`src/rtl/mul_arb_pkg.sv`:
```
// Shared widths, tag/operand types and the round-robin picker used by the
// multiplier-sharing arbiter and its result FIFOs.
package mul_arb_pkg;
   localparam int OP_W    = 8;
   localparam int P_W     = 16;
   localparam int MAX_REQ = 4;
   localparam int ID_W    = 2;

   typedef struct packed {
      logic            vld;
      logic [ID_W-1:0] id;
   } tag_t;

   typedef struct packed {
      logic [OP_W-1:0] a;
      logic [OP_W-1:0] b;
      logic            sgn;
   } op_t;

   // One-hot pick of the first set bit at or after ptr, wrapping modulo n_req.
   function automatic logic [MAX_REQ-1:0] rr_pick(
      input logic [MAX_REQ-1:0] valid_mask,
      input logic [ID_W-1:0]    ptr,
      input int                 n_req
   );
      logic [MAX_REQ-1:0] grant;
      logic               found;
      int                 idx;
      grant = '0;
      found = 1'b0;
      for (int off = 0; off < MAX_REQ; off++) begin
         idx = (int'(ptr) + off) % n_req;
         if ((off < n_req) && !found && valid_mask[idx[ID_W-1:0]]) begin
            grant[idx[ID_W-1:0]] = 1'b1;
            found                = 1'b1;
         end
      end
      return grant;
   endfunction
endpackage

```
`src/rtl/mul_rsp_fifo.sv`:
```
// Per-requester result FIFO. Occupancy is bounded upstream by credits, so a
// push into a full FIFO indicates a credit bookkeeping bug.
module mul_rsp_fifo
   import mul_arb_pkg::*;
#(
   parameter int DEPTH = 2
) (
   input  logic                         clk_i,
   input  logic                         rst_n_i,
   input  logic                         push_i,
   input  logic [P_W-1:0]               data_i,
   input  logic                         pop_i,
   output logic [P_W-1:0]               data_o,
   output logic [$clog2(DEPTH+1)-1:0]   count_o
);
   localparam int CNT_W = $clog2(DEPTH + 1);
   localparam int PTR_W = (DEPTH > 1) ? $clog2(DEPTH) : 1;

   logic [P_W-1:0]   mem_q [DEPTH];
   logic [PTR_W-1:0] wr_ptr_q, wr_ptr_d;
   logic [PTR_W-1:0] rd_ptr_q, rd_ptr_d;
   logic [CNT_W-1:0] count_q, count_d;
   logic             full;

   function automatic logic [PTR_W-1:0] ptr_inc(input logic [PTR_W-1:0] p);
      return (p == PTR_W'(DEPTH - 1)) ? '0 : p + PTR_W'(1);
   endfunction

   always_comb begin
      wr_ptr_d = push_i ? ptr_inc(wr_ptr_q) : wr_ptr_q;
      rd_ptr_d = pop_i  ? ptr_inc(rd_ptr_q) : rd_ptr_q;
      count_d  = count_q;
      if (push_i && !pop_i) begin
         count_d = count_q + CNT_W'(1);
      end else if (pop_i && !push_i) begin
         count_d = count_q - CNT_W'(1);
      end
   end

   always_ff @(posedge clk_i or negedge rst_n_i) begin
      if (!rst_n_i) begin
         wr_ptr_q <= '0;
         rd_ptr_q <= '0;
         count_q  <= '0;
      end else begin
         wr_ptr_q <= wr_ptr_d;
         rd_ptr_q <= rd_ptr_d;
         count_q  <= count_d;
      end
   end

   // Storage carries no reset; validity is tracked by count_q alone.
   always_ff @(posedge clk_i) begin
      if (push_i) begin
         mem_q[wr_ptr_q] <= data_i;
      end
   end

   assign full    = (count_q == CNT_W'(DEPTH));
   assign data_o  = mem_q[rd_ptr_q];
   assign count_o = count_q;

   a_no_overflow: assert property (@(posedge clk_i) disable iff (!rst_n_i)
      !(push_i && full));
   a_no_underflow: assert property (@(posedge clk_i) disable iff (!rst_n_i)
      !(pop_i && (count_q == '0)));
endmodule

```
`src/rtl/mul_share_arbiter.sv`:
```
// Round-robin front-end sharing one pipelined 8x8 multiplier among N_REQ
// requesters, with tag tracking through the core and per-requester result FIFOs.
module mul_share_arbiter
   import mul_arb_pkg::*;
#(
   parameter int N_REQ   = 2,
   parameter int MUL_LAT = 1,
   parameter int MAX_OUT = 2
) (
   input  logic                  wb_clk_i,
   input  logic                  wb_rst_n,
   input  logic                  enable,
   input  logic [N_REQ-1:0]      req_valid,
   output logic [N_REQ-1:0]      req_ready,
   input  logic [OP_W*N_REQ-1:0] req_a,
   input  logic [OP_W*N_REQ-1:0] req_b,
   input  logic [N_REQ-1:0]      req_signed,
   output logic [N_REQ-1:0]      rsp_valid,
   input  logic [N_REQ-1:0]      rsp_ready,
   output logic [P_W*N_REQ-1:0]  rsp_p,
   output logic [OP_W-1:0]       mul_a,
   output logic [OP_W-1:0]       mul_b,
   output logic                  mul_control,
   input  logic [P_W-1:0]        mul_p,
   output logic                  busy
);
   localparam int CR_W = $clog2(MAX_OUT + 1);
   localparam int NSTG = MUL_LAT + 1;

   logic [N_REQ-1:0] elig;
   logic [N_REQ-1:0] grant;
   logic [N_REQ-1:0] pop;
   logic [N_REQ-1:0] push;
   logic [N_REQ-1:0] fifo_ne;
   logic             issue;
   logic [ID_W-1:0]  issue_id;
   logic [ID_W-1:0]  rr_ptr_q, rr_ptr_d;
   logic [CR_W-1:0]  credit_q [N_REQ];
   logic [CR_W-1:0]  credit_d [N_REQ];
   op_t              op_q, op_d;
   tag_t             tag_q [NSTG];
   logic [NSTG-1:0]  tag_vld;
   logic [CR_W-1:0]  fifo_cnt  [N_REQ];
   logic [P_W-1:0]   fifo_data [N_REQ];

   // A requester may only issue while it holds a free FIFO slot.
   always_comb begin
      for (int i = 0; i < N_REQ; i++) begin
         elig[i] = req_valid[i] && (credit_q[i] != '0) && enable;
      end
   end

   assign grant     = N_REQ'(rr_pick(MAX_REQ'(elig), rr_ptr_q, N_REQ));
   assign req_ready = grant;
   assign pop       = rsp_valid & rsp_ready;

   always_comb begin
      issue    = |grant;
      issue_id = '0;
      op_d     = op_q;
      for (int i = 0; i < N_REQ; i++) begin
         if (grant[i]) begin
            issue_id = ID_W'(i);
            op_d     = '{a: req_a[i*OP_W +: OP_W], b: req_b[i*OP_W +: OP_W], sgn: req_signed[i]};
         end
      end
      rr_ptr_d = rr_ptr_q;
      if (issue) begin
         rr_ptr_d = (issue_id == ID_W'(N_REQ - 1)) ? '0 : issue_id + ID_W'(1);
      end
   end

   // Issue and pop in the same cycle cancel out.
   always_comb begin
      for (int i = 0; i < N_REQ; i++) begin
         credit_d[i] = credit_q[i];
         case ({grant[i], pop[i]})
            2'b10:   credit_d[i] = credit_q[i] - CR_W'(1);
            2'b01:   credit_d[i] = credit_q[i] + CR_W'(1);
            default: credit_d[i] = credit_q[i];
         endcase
      end
   end

   always_ff @(posedge wb_clk_i or negedge wb_rst_n) begin
      if (!wb_rst_n) begin
         rr_ptr_q <= '0;
         op_q     <= '0;
         for (int i = 0; i < N_REQ; i++) begin
            credit_q[i] <= CR_W'(MAX_OUT);
         end
         for (int s = 0; s < NSTG; s++) begin
            tag_q[s] <= '0;
         end
      end else begin
         rr_ptr_q <= rr_ptr_d;
         op_q     <= op_d;
         for (int i = 0; i < N_REQ; i++) begin
            credit_q[i] <= credit_d[i];
         end
         tag_q[0] <= '{vld: issue, id: issue_id};
         for (int s = 1; s < NSTG; s++) begin
            tag_q[s] <= tag_q[s-1];
         end
      end
   end

   assign mul_a       = op_q.a;
   assign mul_b       = op_q.b;
   assign mul_control = op_q.sgn;

   always_comb begin
      for (int s = 0; s < NSTG; s++) begin
         tag_vld[s] = tag_q[s].vld;
      end
   end

   // The last tag stage lines up with the core product for that operation.
   for (genvar g = 0; g < N_REQ; g++) begin : g_fifo
      assign push[g] = tag_q[NSTG-1].vld && (tag_q[NSTG-1].id == ID_W'(g));

      mul_rsp_fifo #(
         .DEPTH (MAX_OUT)
      ) u_fifo (
         .clk_i   (wb_clk_i),
         .rst_n_i (wb_rst_n),
         .push_i  (push[g]),
         .data_i  (mul_p),
         .pop_i   (pop[g]),
         .data_o  (fifo_data[g]),
         .count_o (fifo_cnt[g])
      );

      assign fifo_ne[g]              = (fifo_cnt[g] != '0);
      assign rsp_p[g*P_W +: P_W]     = fifo_data[g];
   end

   assign rsp_valid = fifo_ne;
   assign busy      = (|tag_vld) || (|fifo_ne);

   a_grant_onehot: assert property (@(posedge wb_clk_i) disable iff (!wb_rst_n)
      $onehot0(grant));
endmodule

```
`config.mk`:
```
export PLATFORM = sky130hd
export DESIGN_NAME = mul_share_arbiter
export DESIGN_NICKNAME = d
export VERILOG_FILES = /design/src/rtl/mul_arb_pkg.sv /design/src/rtl/mul_rsp_fifo.sv /design/src/rtl/mul_share_arbiter.sv
export SDC_FILE = /design/constraint.sdc
export NUM_CORES = 1
export LEC_CHECK = 0
export BUFFER_PORTS_ARGS = -buffer_cell sky130_fd_sc_hd__buf_2
export CAP_MARGIN = 20
export CORE_AREA = 2 2 94 105
export CTS_CLUSTER_DIAMETER = 100
export DETAILED_ROUTE_END_ITERATION = 7
export DIE_AREA = 0 0 96 107
export PLACE_DENSITY_LB_ADDON = 0.05
export SLEW_MARGIN = 5
export SYNTH_ARGS = -nofsm -noshare
export SYNTH_HDL_FRONTEND = slang
export SYNTH_SLANG_ARGS = --single-unit
```
`constraint.sdc`:
```
create_clock -name wb_clk_i -period 2.3 [get_ports wb_clk_i]
set_input_delay 0.115 -clock wb_clk_i [delete_from_list [all_inputs] [get_ports wb_clk_i]]
set_output_delay 0.115 -clock wb_clk_i [all_outputs]
set_load 0.02 [all_outputs]
```
==> metrics.yaml, run 1 <==
place:
  numPortBuffers: 110
  post-place-ws_ns: 0.629
  routabilityCongestion: 0.704
  placed_area_um2: 4750
  dp.final_hpwl_um: 4790
synth:
  ys_ff_latch: 98
  synth_ff_type: "edfxtp_1"
  synth_nets: 281
  synthTopCellsByArea: "edfxtp_1, dfrtp_1, mux2_4"
  synth_most_common_cell: "edfxtp_1"
  yosysWarnings: 0
  avgSynthCellArea_um2: 18.4
  synthArstFlopShare_pct: 34.7
  yosysTopAreaCell: "edfxtp_1"
  synth_area_um2: 4040
  netlist_top_cells_count: "edfxtp_1, mux2_4, dfrtp_1, mux2_2"
  synth_edf_count: 64
  yosysTopAreaCellShare_pct: 47.5
  syn-instance-count: 220
  seq_area_frac_synth_pct: 68.6
  yosys.cell_types.count: 25
floorplanning:
  core-area_um2: 9210
  die_h_um: 107
  die_area_um2: 10300
  rows: 37
  initial_core_util_pct: 43.9
  ios: 111
  die_w_um: 96
layout:
  multi_input_area_um2: 1190
  final_area_um2: 5240
  diodes: 0
  fillCellCount: 763
  finish.net_count: 436
  syn_to_final_growth_pct: 29.6
  seqCellArea_um2: 2780
  drive_gt1_share_pct: 53.2
  finish.utilization_pct: 56.9
setup_path:
  worst_setup_path_start_kind: "flip-flop"
  timing_worst_setup_path_type: "flip-flop to output pin"
  end_kind: "output pin"
  r2r_cells: 4
  r2r_end: "mul_b[4]"
  max_stage_delay_ns: 0.57
  crit_path_cell_trace: "o21ai_0, o21ai_2, buf_4, inv_1, buf_2"
  required_ns: 2.18
  reg2reg_slack_ns: 0.63
  critPathSlowestCell: "dfstp_2"
  critPathLaunch: "credit_q[3]"
  path_max_fanout: 19
  r2r-start: "credit_q[2]"
  crit_end: "req_ready[1]"
  arrival_ns: 1.77
cts:
  htree_levels: 3
  clkTransAtPathRegs_ns: 0.08
  ctsResizeCount: 0
  cts_tree: "done"
  cts_buffer_depth: 2
  numCtsBuffers: 9
  cts-hold-fix-buffers: 34
  cts_sinks: 98
  clk_latency_ns: 0.34
  cts_root_buf: "clkbuf_8"
  postCtsSetupBuffers: 0
run:
  cap_violations: 0
timing:
  timing.slew.headroom_pct: 49.5
  setup_viol: 0
  worst_slew_pin_slew_ns: 0.758
  finalHoldViolCount: 0
  fin_ws_ns: 0.412
  fin_tns_setup_ns: 0
  grt_setup_unrepaired: "false"
  final.period_utilization_pct: 82.1
  slew_violations: 0
  hold_slack_ns: 0.0933
  fin_skew_ns: 0.00580
  finalCriticalPeriod_ns: 1.89
  fmax_mhz: 530
detailed_routing:
  initialDrtViolationCount: 40
  post-route-drc-count: 0
  wl_um: 7430
  antenna_left: 0
  route.detailed.vias_per_inst: 4.67
  via_count: 2320
  drt_first_pass_iters: 4
  post_drt_wl_per_cell_um: 14.9
global_route:
  antenna_found_initial: 0
  grt_max_degree: 35
  grt_pass1_vias: 2444
  grt_usage_pct: 15.1
  grt_pass1_wl_um: 11600
  gr-total-overflow: 0
power:
  power_density_nw_per_um2: 557
  p_leak_nw: 2.48
  ir_drop_mv: 0.233
status:
  outcome: "completed"
min_path:
  hold_class: "input pin to flip-flop"
## cells in the final DEF (no fill, tap or decap), types with 8 or more instances in the layout
cell           synthesis  layout
clkbuf_8               0       9
edfxtp_1              64      64
dfrtp_1               32      32
buf_2                  4     110
xor2_1                 8       8
mux2_2                32      32
dlygate4sd3_1          0      34
mux2_4                34      34
xnor2_1                8       8
buf_4                  2       8
## power breakdown
part | internal (mW) | switching [mW] | total [mW]
registers | 1.88 | 0 | 1.88
clock network | 0.386 | 0.539 | 0.925
logic | 0.0724 | 0.0440 | 0.116
total | 2.34 | 0.583 | 2.92
## sequential cells by signal, summed over array words and instances (netlist names)
signal                  cells
g_fifo.u_fifo.wr_ptr_q      2
tag_q                       4
g_fifo.u_fifo.mem_q        64
mul_control                 1
g_fifo.u_fifo.count_o       4
credit_q                    4
mul_b                       8
g_fifo.u_fifo.rd_ptr_q      2
rr_ptr_q                    1
mul_a                       8
## critical path, delay by kind of cell (launching register included)
kind / cells / cell delay, ns
buf+inv: 3 / 0.61
compound gates: 2 / 0.24
flops: 1 / 0.57
## layer usage
| metal | up-vias | track usage (%) | routed length [µm] |
|---|---|---|---|
| met4 | 0 | 7.45 | 172 |
| met1 | 1117 | 17.6 | 3080 |
| met3 | 15 | 3.51 | 449 |
| met5 | - | 0 | 0 |
| met2 | 77 | 25.8 | 3720 |
| li1 | 1111 | - | - |
## worst min-delay path by stage
stage / start / end / slack [ns] / cells after the start
after floorplan: wb_rst_n / credit_q[0] / -0.18 / 0
after global placement: wb_rst_n / mul_a[0] / 0.22 / 1
after detailed placement: wb_rst_n / mul_a[0] / 0.25 / 1
after CTS: rsp_ready[0] / g_fifo[0].u_fifo.rd_ptr_q / 0.08 / 3
after global routing: rsp_ready[0] / g_fifo[0].u_fifo.rd_ptr_q / 0.09 / 3
final: rsp_ready[0] / g_fifo[0].u_fifo.rd_ptr_q / 0.09 / 3
## logic make-up after synthesis
logic type / Yosys count / share of synthesized area [%]
flops: 98 / 68.6
mux: 67 / 21.8
xor+xnor: 16 / 3.47
simple gates: 16 / 1.89
buf+inv: 14 / 1.98
compound gates: 5 / 0.990
fa+ha+maj: 4 / 1.24
## cell type report
type / instances / share of cell area [%]
clock buffer: 12 / 2.58
clock inverter: 4 / 0.358
inverter: 6 / 0.430
multi-input combinational: 108 / 22.7
sequential: 98 / 53.0
tap: 117 / 2.79
timing repair buffer: 152 / 18.1
## through the flow
stage          total power [mW]  cells
6_report                   2.92    497
5_1_grt                    3.04    497
4_1_cts                    2.96    497
3_5_place_dp               1.99    447
3_3_place_gp               1.99    447
2_1_floorplan              1.92    220
(Power assumes the default switching activity.)
==> run 2, diff against run 1 <==
Clock period 2.3 ns to 1.6 ns, I/O delays scaled along.
==> metrics.yaml, run 2 (same netlist as run 1, synthesis figures left out) <==
floorplanning:
  ios: 111  # unchanged
  die_w_um: 96  # unchanged
  die_area_um2: 10300  # unchanged
  core-area_um2: 9210  # unchanged
  rows: 37  # unchanged
  die_h_um: 107  # unchanged
  initial_core_util_pct: 43.9  # unchanged
layout:
  diodes: 0  # unchanged
  largest_reg_flops: 64  # unchanged
  fin_cells: 517  # +4.0%
  fillCellCount: 732  # -4.1%
  finish.net_count: 456  # +4.6%
  layout_commonest_cell: "buf_2"
  finish.utilization_pct: 61.3  # +4.5 points
  syn_to_final_growth_pct: 39.8
  regMostFlops: "g_fifo.u_fifo.mem_q"
  drive_gt1_share_pct: 59.0  # +5.8 points
  final_cell_mix: "buf_2, edfxtp_1, dlygate4sd3_1, mux2_4, mux2_2"
place:
  dp.cells: 454  # +1.6%
  routabilityCongestion: 0.704  # about the same
  dp.final_hpwl_um: 4820  # +0.78%
  numPortBuffers: 110  # unchanged
timing:
  fin_skew_ns: 0.0129  # +0.00706 ns
  grt_setup_unrepaired: "true"
  final.period_utilization_pct: 106
  setup_viol: 1  # +1
  fin_tns_setup_ns: -0.0959  # -0.0959 ns
  finalHoldViolCount: 0  # unchanged
  slew_violations: 0  # unchanged
  timing.slew.headroom_pct: 48.2  # -1.3 points
  fin_ws_ns: -0.0959  # -0.508 ns
  hold_slack_ns: 0.0762  # -0.0170 ns
  fmax_mhz: 590
  finalCriticalPeriod_ns: 1.70
  worst_slew_pin_slew_ns: 0.777  # +0.0195 ns
setup_path:
  end_kind: "output pin"
  critPathSlowestCell: "or4_4"
  required_ns: 1.52  # -0.66 ns
  path_max_fanout: 2  # -17
  max_stage_delay_ns: 0.48  # -0.09 ns
  r2r_end: "credit_q[3]"
  timing_worst_setup_path_type: "flip-flop to output pin"
  crit_path_cell_trace: "or2_4, or4_4, buf_6"
  r2r-start: "credit_q[3]"
  worst_setup_path_start_kind: "flip-flop"
  r2r_cells: 6  # +2
  arrival_ns: 1.62  # -0.15 ns
  reg2reg_slack_ns: 0.02  # -0.61 ns
status:
  outcome: "finished with violations"
  violations: "negative setup slack"
min_path:
  holdPathEnd: "mul_a[0]"
  hold_class: "input pin to flip-flop"
  holdPathStages: 3  # unchanged
  hp-start: "req_a[0]"
power:
  p_leak_nw: 2.65  # +6.7%
  ir_drop_mv: 0.342  # +47%
  power_mw: 4.59  # +57%
  power_density_nw_per_um2: 811  # +46%
detailed_routing:
  route.detailed.vias_per_inst: 4.69  # +0.44%
  antenna_left: 0  # unchanged
  post_drt_wl_per_cell_um: 14.9  # -0.57%
  drt_first_pass_iters: 3  # -1
  initialDrtViolationCount: 50  # +25%
  wl_um: 7680  # +3.4%
  post-route-drc-count: 0  # unchanged
  via_count: 2424  # +4.5%
cts:
  cts_root_buf: "clkbuf_8"
  cts_sinks: 98  # unchanged
  clk_latency_ns: 0.36  # +0.02 ns
  numCtsBuffers: 9  # unchanged
  cts_buffer_depth: 2  # unchanged
  clkTransAtPathRegs_ns: 0.09  # about the same
  cts_tree: "done"
  htree_levels: 3  # unchanged
global_route:
  antenna_found_initial: 0  # unchanged
  grt_pass1_vias: 2533  # +3.6%
  gr-total-overflow: 0  # unchanged
  grt_usage_pct: 15.5  # +0.44 points
  grt_max_degree: 35  # unchanged
  grt_pass1_wl_um: 11800  # +2.3%
run:
  cap_violations: 0  # unchanged
run 2: changes by cell type in the layout (fill, tap and decap cells not counted), moves of 3 or more:
cell	before	now
nor2_2	0	3
buf_4	8	16
nor2_1	6	3
buf_12	0	5
buf_6	0	7
run 2: worst max path at each step:
| stage | startpoint | to | slack [ns] | cells past startpoint |
|---|---|---|---|---|
| floorplan | credit_q[3] | credit_q[3] | 0.0001 | 6 |
| global placement | g_fifo[0].u_fifo.count_o[0] | credit_q[3] | 0.06 | 7 |
| detailed placement | credit_q[2] | credit_q[1] | 0.02 | 7 |
| CTS | g_fifo[0].u_fifo.count_o[1] | busy | -0.12 | 3 |
| global route | g_fifo[0].u_fifo.count_o[1] | busy | -0.14 | 3 |
| finish | g_fifo[0].u_fifo.count_o[1] | busy | -0.1 | 3 |
run 2: cell type report:
type	count	area [µm²]	area share, %
Inverter	6	25.0	0.443
Clock buffer	11	141	2.50
Sequential cell	98	2780	49.1
Tap cell	117	146	2.59
Multi-Input combinational cell	108	1270	22.5
Clock inverter	5	77.6	1.37
Timing Repair Buffer	172	1210	21.5
run 2: power breakdown:
group	internal, mW	total [mW]	switching (mW)
registers	2.70	2.70	0
logic	0.106	0.173	0.0666
clock network	0.919	1.71	0.795
run 2: critical path: cells and delay by family (launching register included):
kind,cells,cell delay [ns]
AND/OR/NAND/NOR,2,0.74
flip-flops,1,0.39
buffers and inverters,1,0.14
run 2: per-layer routing:
metal	share of wire [%]	track usage (%)	up-vias
met1	41	17.9	1185
li1	-	-	1149
met2	51	26.6	77
met3	5.4	4.22	13
met5	0	0	-
met4	1.9	7.04	0
run 2: what timing repair did:
| action | CTS | global route |
|---|---|---|
| hold buffers | 34 | 1 |
| setup buffers | 8 | 4 |
| pin swaps | 4 | 6 |
| hold endpoints to repair | 113 | 1 |
| resized for setup | 14 | 14 |
| endpoints found under the setup margin | 2 | 52 |
| gates cloned | 0 | 1 |
run 2: per-stage QoR:
step                instance area [µm²]  setup slack [ns]
floorplan                          4050          0.000106
global placement                   4870            0.0588
detailed placement                 4870            0.0210
CTS                                5510            -0.116
global route                       5650            -0.144
finish                             5650           -0.0959
